$ cat src/rtl/alu_pkg.sv
// Shared types for the sequential ALU: operation encoding, FSM states and
// small decode helpers used by both the top level and the divider.
package alu_pkg;

    typedef enum logic [3:0] {
        ALU_ADD  = 4'd0,
        ALU_SUB  = 4'd1,
        ALU_AND  = 4'd2,
        ALU_OR   = 4'd3,
        ALU_XOR  = 4'd4,
        ALU_SLL  = 4'd5,
        ALU_SRL  = 4'd6,
        ALU_SRA  = 4'd7,
        ALU_SLT  = 4'd8,
        ALU_SLTU = 4'd9,
        ALU_MUL  = 4'd10,
        ALU_DIV  = 4'd11,
        ALU_DIVU = 4'd12,
        ALU_REM  = 4'd13,
        ALU_REMU = 4'd14
    } alu_op_e;

    typedef enum logic [1:0] {
        IDLE = 2'd0,
        DIV  = 2'd1,
        HOLD = 2'd2
    } alu_seq_state_e;

    function automatic logic is_div_op(input alu_op_e op);
        return (op == ALU_DIV) || (op == ALU_DIVU) || (op == ALU_REM) || (op == ALU_REMU);
    endfunction

    function automatic logic is_signed_div(input alu_op_e op);
        return (op == ALU_DIV) || (op == ALU_REM);
    endfunction

    function automatic logic is_rem_op(input alu_op_e op);
        return (op == ALU_REM) || (op == ALU_REMU);
    endfunction

endpackage

$ cat src/rtl/alu_divider.sv
// Iterative radix-2 restoring divider: one quotient bit per cycle on magnitudes,
// sign correction applied to the value presented on the final iteration.
module alu_divider
    import alu_pkg::*;
#(
    parameter int WIDTH = 32
) (
    input  logic             clk,
    input  logic             rst_n,
    input  logic             abort,
    input  logic             start,
    input  alu_op_e          op,
    input  logic [WIDTH-1:0] a,
    input  logic [WIDTH-1:0] b,
    output logic             busy,
    output logic             done,
    output logic [WIDTH-1:0] result
);

    localparam int SHW = $clog2(WIDTH);

    logic             busy_r;
    logic [SHW-1:0]   cnt_r;
    logic [WIDTH-1:0] rem_r;
    logic [WIDTH-1:0] quo_r;
    logic [WIDTH-1:0] dvs_r;
    logic             neg_q_r;
    logic             neg_r_r;
    logic             is_rem_r;

    logic             a_neg_s;
    logic             b_neg_s;
    logic [WIDTH-1:0] abs_a_s;
    logic [WIDTH-1:0] abs_b_s;
    logic [WIDTH:0]   shifted_s;
    logic [WIDTH:0]   trial_s;
    logic [WIDTH-1:0] rem_nxt_s;
    logic [WIDTH-1:0] quo_nxt_s;
    logic             done_s;

    // Operand magnitudes and signs captured at start
    always_comb begin
        a_neg_s = is_signed_div(op) && a[WIDTH-1];
        b_neg_s = is_signed_div(op) && b[WIDTH-1];
        abs_a_s = a_neg_s ? ({WIDTH{1'b0}} - a) : a;
        abs_b_s = b_neg_s ? ({WIDTH{1'b0}} - b) : b;
    end

    // One restoring step; the partial remainder always stays below the divisor,
    // so bit WIDTH of the trial difference is a clean borrow flag
    always_comb begin
        shifted_s = {rem_r, quo_r[WIDTH-1]};
        trial_s   = shifted_s - {1'b0, dvs_r};
        if (!trial_s[WIDTH]) begin
            rem_nxt_s = trial_s[WIDTH-1:0];
            quo_nxt_s = {quo_r[WIDTH-2:0], 1'b1};
        end else begin
            rem_nxt_s = shifted_s[WIDTH-1:0];
            quo_nxt_s = {quo_r[WIDTH-2:0], 1'b0};
        end
    end

    // Final value with sign correction: quotient by sign mismatch, remainder by dividend
    always_comb begin
        done_s = busy_r && !abort && (cnt_r == SHW'(WIDTH - 1));
        if (is_rem_r) begin
            result = neg_r_r ? ({WIDTH{1'b0}} - rem_nxt_s) : rem_nxt_s;
        end else begin
            result = neg_q_r ? ({WIDTH{1'b0}} - quo_nxt_s) : quo_nxt_s;
        end
    end

    // Iteration state: counter, partial remainder, quotient shift register
    always_ff @(posedge clk or negedge rst_n) begin
        if (!rst_n) begin
            busy_r   <= 1'b0;
            cnt_r    <= {SHW{1'b0}};
            rem_r    <= {WIDTH{1'b0}};
            quo_r    <= {WIDTH{1'b0}};
            dvs_r    <= {WIDTH{1'b0}};
            neg_q_r  <= 1'b0;
            neg_r_r  <= 1'b0;
            is_rem_r <= 1'b0;
        end else if (abort) begin
            busy_r <= 1'b0;
        end else if (start) begin
            busy_r   <= 1'b1;
            cnt_r    <= {SHW{1'b0}};
            rem_r    <= {WIDTH{1'b0}};
            quo_r    <= abs_a_s;
            dvs_r    <= abs_b_s;
            neg_q_r  <= a_neg_s ^ b_neg_s;
            neg_r_r  <= a_neg_s;
            is_rem_r <= is_rem_op(op);
        end else if (busy_r) begin
            rem_r  <= rem_nxt_s;
            quo_r  <= quo_nxt_s;
            cnt_r  <= cnt_r + SHW'(1);
            busy_r <= !done_s;
        end
    end

    assign busy = busy_r;
    assign done = done_s;

endmodule

$ cat src/rtl/alu_seq.sv
// Handshaked EX-stage ALU: single-cycle datapath, division fast paths, an
// IDLE/DIV/HOLD control FSM and the registered result stage.
module alu_seq
    import alu_pkg::*;
#(
    parameter int WIDTH = 32
) (
    input  logic             clk,
    input  logic             rst_n,
    input  logic             flush,
    input  logic             in_valid,
    output logic             in_ready,
    input  logic [WIDTH-1:0] a,
    input  logic [WIDTH-1:0] b,
    input  alu_op_e          op,
    output logic             out_valid,
    input  logic             out_ready,
    output logic [WIDTH-1:0] q,
    output logic             zero,
    output logic             neg,
    output logic             overflow,
    output logic             busy
);

    localparam int SHW = $clog2(WIDTH);
    localparam logic [WIDTH-1:0] MIN_VAL  = {1'b1, {(WIDTH-1){1'b0}}};
    localparam logic [WIDTH-1:0] ONES_VAL = {WIDTH{1'b1}};

    alu_seq_state_e state_r, state_nxt_s;

    logic [WIDTH-1:0]   q_r;
    logic               zero_r, neg_r, ovf_r, out_valid_r;

    logic [SHW-1:0]     shamt_s;
    logic [WIDTH-1:0]   sum_s, diff_s;
    logic [2*WIDTH-1:0] a_ext_s, b_ext_s, prod_s;
    logic               b_zero_s, div_ovf_s, fast_s;
    logic [WIDTH-1:0]   res_s;
    logic               res_ovf_s;
    logic               accept_s, div_start_s;
    logic               div_busy_s, div_done_s;
    logic [WIDTH-1:0]   div_result_s;
    logic               ld_en_s;
    logic [WIDTH-1:0]   ld_val_s;
    logic               ld_ovf_s;

    assign shamt_s  = b[SHW-1:0];
    assign sum_s    = a + b;
    assign diff_s   = a - b;
    assign a_ext_s  = {{WIDTH{a[WIDTH-1]}}, a};
    assign b_ext_s  = {{WIDTH{b[WIDTH-1]}}, b};
    assign prod_s   = a_ext_s * b_ext_s;
    assign b_zero_s = (b == {WIDTH{1'b0}});
    assign div_ovf_s = is_signed_div(op) && (a == MIN_VAL) && (b == ONES_VAL);
    assign fast_s   = b_zero_s || div_ovf_s;

    assign in_ready    = !flush && ((state_r == IDLE) || ((state_r == HOLD) && out_ready));
    assign accept_s    = in_valid && in_ready;
    assign div_start_s = accept_s && is_div_op(op) && !fast_s;

    // Single-cycle results, including the division fast paths
    always_comb begin
        res_s     = {WIDTH{1'b0}};
        res_ovf_s = 1'b0;
        case (op)
            ALU_ADD: begin
                res_s     = sum_s;
                res_ovf_s = (a[WIDTH-1] == b[WIDTH-1]) && (sum_s[WIDTH-1] != a[WIDTH-1]);
            end
            ALU_SUB: begin
                res_s     = diff_s;
                res_ovf_s = (a[WIDTH-1] != b[WIDTH-1]) && (diff_s[WIDTH-1] != a[WIDTH-1]);
            end
            ALU_AND:  res_s = a & b;
            ALU_OR:   res_s = a | b;
            ALU_XOR:  res_s = a ^ b;
            ALU_SLL:  res_s = a << shamt_s;
            ALU_SRL:  res_s = a >> shamt_s;
            ALU_SRA:  res_s = $unsigned($signed(a) >>> shamt_s);
            ALU_SLT:  res_s = {{(WIDTH-1){1'b0}}, $signed(a) < $signed(b)};
            ALU_SLTU: res_s = {{(WIDTH-1){1'b0}}, a < b};
            ALU_MUL: begin
                res_s     = prod_s[WIDTH-1:0];
                res_ovf_s = (prod_s[2*WIDTH-1:WIDTH-1] != {(WIDTH+1){prod_s[2*WIDTH-1]}});
            end
            ALU_DIV, ALU_DIVU: begin
                if (b_zero_s) begin
                    res_s = ONES_VAL;
                end else if (div_ovf_s) begin
                    res_s     = MIN_VAL;
                    res_ovf_s = 1'b1;
                end else begin
                    res_s = {WIDTH{1'b0}};
                end
            end
            ALU_REM, ALU_REMU: begin
                if (b_zero_s) begin
                    res_s = a;
                end else if (div_ovf_s) begin
                    res_s     = {WIDTH{1'b0}};
                    res_ovf_s = 1'b1;
                end else begin
                    res_s = {WIDTH{1'b0}};
                end
            end
            default: res_s = {WIDTH{1'b0}};
        endcase
    end

    alu_divider #(.WIDTH(WIDTH)) u_div (
        .clk    (clk),
        .rst_n  (rst_n),
        .abort  (flush),
        .start  (div_start_s),
        .op     (op),
        .a      (a),
        .b      (b),
        .busy   (div_busy_s),
        .done   (div_done_s),
        .result (div_result_s)
    );

    // Next-state logic; flush overrides accept and completion
    always_comb begin
        state_nxt_s = state_r;
        case (state_r)
            IDLE: begin
                if (accept_s) begin
                    state_nxt_s = div_start_s ? DIV : HOLD;
                end else begin
                    state_nxt_s = IDLE;
                end
            end
            DIV: begin
                if (div_done_s) begin
                    state_nxt_s = HOLD;
                end else begin
                    state_nxt_s = DIV;
                end
            end
            HOLD: begin
                if (accept_s) begin
                    state_nxt_s = div_start_s ? DIV : HOLD;
                end else if (out_ready) begin
                    state_nxt_s = IDLE;
                end else begin
                    state_nxt_s = HOLD;
                end
            end
            default: state_nxt_s = IDLE;
        endcase
        if (flush) begin
            state_nxt_s = IDLE;
        end else begin
            state_nxt_s = state_nxt_s;
        end
    end

    // FSM state register
    always_ff @(posedge clk or negedge rst_n) begin
        if (!rst_n) begin
            state_r <= IDLE;
        end else begin
            state_r <= state_nxt_s;
        end
    end

    // Select what, if anything, lands in the result registers this edge
    always_comb begin
        ld_en_s  = 1'b0;
        ld_val_s = res_s;
        ld_ovf_s = res_ovf_s;
        if (accept_s && !div_start_s) begin
            ld_en_s = 1'b1;
        end else if (div_done_s) begin
            ld_en_s  = 1'b1;
            ld_val_s = div_result_s;
            ld_ovf_s = 1'b0;
        end else begin
            ld_en_s = 1'b0;
        end
    end

    // Result registers; zero/neg are captured from the same value as q
    always_ff @(posedge clk or negedge rst_n) begin
        if (!rst_n) begin
            q_r         <= {WIDTH{1'b0}};
            zero_r      <= 1'b0;
            neg_r       <= 1'b0;
            ovf_r       <= 1'b0;
            out_valid_r <= 1'b0;
        end else if (flush) begin
            out_valid_r <= 1'b0;
        end else if (ld_en_s) begin
            q_r         <= ld_val_s;
            zero_r      <= (ld_val_s == {WIDTH{1'b0}});
            neg_r       <= ld_val_s[WIDTH-1];
            ovf_r       <= ld_ovf_s;
            out_valid_r <= 1'b1;
        end else if (accept_s || out_ready) begin
            out_valid_r <= 1'b0;
        end
    end

    assign q         = q_r;
    assign zero      = zero_r;
    assign neg       = neg_r;
    assign overflow  = ovf_r;
    assign out_valid = out_valid_r;
    assign busy      = div_busy_s;

endmodule

$ cat config.mk
export PLATFORM = sky130hd
export DESIGN_NAME = alu_seq
export DESIGN_NICKNAME = d
export VERILOG_FILES = /design/src/rtl/alu_pkg.sv /design/src/rtl/alu_divider.sv /design/src/rtl/alu_seq.sv
export SDC_FILE = /design/constraint.sdc
export NUM_CORES = 2
export LEC_CHECK = 0
export BUFFER_PORTS_ARGS = -buffer_cell sky130_fd_sc_hd__buf_2
export CAP_MARGIN = 20
export CORE_UTILIZATION = 29
export CTS_BUF_LIST = sky130_fd_sc_hd__clkbuf_16
export CTS_CLUSTER_SIZE = 16
export DETAILED_ROUTE_END_ITERATION = 7
export SLEW_MARGIN = 5
export SYNTH_ARGS = -nofsm -noshare
export SYNTH_HDL_FRONTEND = slang
export SYNTH_HIERARCHICAL = 1
export SYNTH_SLANG_ARGS = --single-unit
export TNS_END_PERCENT = 50
$ cat constraint.sdc
create_clock -name clk -period 7.7 [get_ports clk]
set_input_delay 0.385 -clock clk [delete_from_list [all_inputs] [get_ports clk]]
set_output_delay 0.385 -clock clk [all_outputs]
set_load 0.01 [all_outputs]
==> metrics.csv <==
metric,value,unit
violations,"negative hold slack, negative setup slack",
cp_top_family,adder cells,
drt_iter0_markers,6296,
syn_area,57730,sq um
crit_buf_inv,7,
wl_per_cell,27.43,microns
ys_warn_count,6,
overflow,0,
fp.coreArea,197600,sq um
drv_slew,0,
worst_setup_path_end_kind,flip-flop,
synth_most_common_cell,inv_1,
cts.sinks,142,
vias_per_cell,5.507,
fin_crit_sh,101.6,%
timing.hold.ws,-0.01611,ns
multi_input_area,49320,sq um
seqCellArea,3555,sq um
arrival,8.19,ns
stdcell_area,70670,sq um
ios,111,
grt_pass1_vias,57598,
numCtsBuffers,17,
wl,283.1,mm
holdCritPathClass,input port to asynchronous set/reset pin,
setup_slack,-0.1265,ns
worst-path-max-fanout,5,
drive_above_1_share,20.57,%
tightest_slew,1.336,ns
nets,9128,
firstDrtPassIters,7,
gp_congestion,1.096,
max_stage_delay,0.61,ns
dieArea,200800,sq um
cp_slowest_cell,fa_1,
drv_cap,0,
rsz0062_at_grt,yes,
worstSetupPathType,input port to flip-flop,
syn_nets,8442,
crit_path_frequent_cell,fa_1,
grt_pass1_wl,405.5,mm
crit_required,8.07,ns
synthFlopType,dfrtp_1,
grt_usage,27.96,%
ys_top_cells_by_count,"inv_1, fa_1, nand2_1",
vias,56841,
status,finished with violations,
root_buffer,clkbuf_16,
yosysTopAreaCell,fa_1,
htree_levels,4,
synth.top_cell.area_share,37.63,%
clock_path_buffers,2,
synthTopCellsByArea,"fa_1, inv_1, ha_1, dfrtp_1, nand2_1",
max_slew_margin,10.91,%
fin_crit,7.826,ns
cts.reportedPaths.clkPinSlew,0.11,ns
ys_seq_elements,142,
finClkSkew,0.04130,ns
io_buffers,110,
dieHeight,448.2,microns
die-width,448.2,microns
dpl_cell_area,67840,sq um
async_flop_share,100.0,%
row_count,163,
worstSkewPairLatency,0.48,ns
ys_types,108,
hold_violations,6,
syn_avg_cell_area,8.289,sq um
start_kind,input port,
initial_core_util,29.21,%
area_delta_synth_final,22.42,%
grt_max_degree,80,
antenna_found_initial,21,
ys_seq_area_share,6.156,%
synth_cells,6964,
tritoncts,done,
drc,0,
synth-edff-count,0,
timing.fmax,0.1278,GHz
nFillCells,20426,
antenna_left,0,
dp_hpwl,236.9,mm
setup_viol,2,
## area by class of cell
cell class | instances | area share (%)
Antenna cell | 18 | 0.06374
Clock buffer | 17 | 0.6020
Clock inverter | 15 | 0.2709
Inverter | 1130 | 6.163
Multi-Input combinational cell | 5242 | 69.78
Sequential cell | 142 | 5.030
Tap cell | 2640 | 4.674
Timing Repair Buffer | 1117 | 13.41
## what timing repair did
item | CTS | global route
hold buffers | 0 | 0
setup buffers | 47 | 8
endpoints found under the setup margin | 10 | 6
pin swaps | 129 | 36
resized for setup | 353 | 75
## path summary, 6_finish.rpt
kind | from | cells past startpoint | to | slack [ns]
max in group asynchronous | rst_n | 2 | u_div/rem_r[29]$_DFFE_PN0P_ | 6.19
hold / removal | rst_n | 1 | q[4]$_DFFE_PN0P_ | -0.02
hold reg to reg | u_div/dvs_r[30]$_DFFE_PN0P_ | 2 | u_div/dvs_r[30]$_DFFE_PN0P_ | 0.49
setup / recovery | a[15] | 28 | overflow$_DFFE_PN0P_ | -0.13
setup reg to reg | u_div/quo_r[31]$_DFFE_PN0P_ | 27 | zero$_DFFE_PN0P_ | 0.87
min in group clk | out_ready | 4 | out_valid$_DFFE_PN0P_ | 0.21
## kinds of logic after synthesis
family	share of synthesized area [%]
AOI/OAI and AO/OA	14.80
muxes	3.873
and+or+nand+nor	16.29
adders and majority gates	44.56
buffers and inverters	10.75
DFF	6.156
xor gates and xnor gates	3.565
## layer usage
metal,global-route usage [%],wire length (microns),vias up,part of all wire (%)
li1,-,-,24026,-
met1,34.19,105400,28872,37
met5,0,34,-,0.012
met3,5.851,26170,823,9.2
met4,22.62,27780,4,9.8
met2,42.55,123700,3116,44
## placed cells by master (no fill, tap or decap), types with 46 or more instances in the layout
cell and count:
xnor2_1 139, buf_12 80, buf_4 895, o31ai_1 46
a21o_1 57, mux2i_1 79, ha_1 286, nand3_1 79
buf_6 54, o21ai_0 275, dfrtp_1 141, xor2_1 89
nand2_1 834, nor2_1 729, fa_2 49, inv_1 1068
o22ai_1 58, fa_1 1036, buf_2 74, nor3_1 88
a31oi_1 46, a21oi_1 313
## worst reg2reg max path, cell delays in order, from the launching register on
cell and delay, ns:
dfrtp_1 0.42, inv_1 0.07, ha_1 0.17, inv_1 0.06, fa_1 0.47, a211oi_2 0.29, o211ai_2 0.16, nand4_1 0.19
a21oi_2 0.13, nor4_4 0.45, nor2_8 0.04, inv_2 0.17, buf_4 0.35, ha_1 0.34, nand3_1 0.16, o31ai_1 0.50
nand2_1 0.13, xnor2_1 0.20, o22a_1 0.15, nand3_1 0.29, nor4_1 0.42, and4_2 0.33, o2111ai_1 0.11, o31ai_1 0.35
nand4_1 0.19, nor4_2 0.19, and4b_1 0.26, a32o_1 0.17
## metrics by stage
stage	util (%)	setup WS [ns]	hold slack, ns	TNS [ns]	instances
2_1_floorplan	-	-0.3664	0.08941	-0.3988	6964
3_3_place_gp	34.32	-1.452	0.4643	-10.18	10217
3_5_place_dp	34.33	-1.427	0.4737	-10.31	10218
4_1_cts	35.54	0.0008988	0.02329	0	10294
5_1_grt	35.75	-0.3623	0.04160	-0.5306	10315
6_report	35.76	-0.1265	-0.01611	-0.1294	10321
## sequential cells by signal, summed over array words and instances (netlist names)
| name | flops |
|---|---|
| u_div/busy | 1 |
| out_valid | 1 |
| u_div/neg_q_r | 1 |
| overflow | 1 |
| u_div/cnt_r | 5 |
| q | 32 |
| u_div/neg_r_r | 1 |
| u_div/quo_r | 32 |
| u_div/is_rem_r | 1 |
| u_div/rem_r | 32 |
| u_div/dvs_r | 32 |
| state_r | 2 |
| zero | 1 |
Power is not shown: default switching activity piles up to over one toggle a cycle in this logic, so the estimate is an artifact.
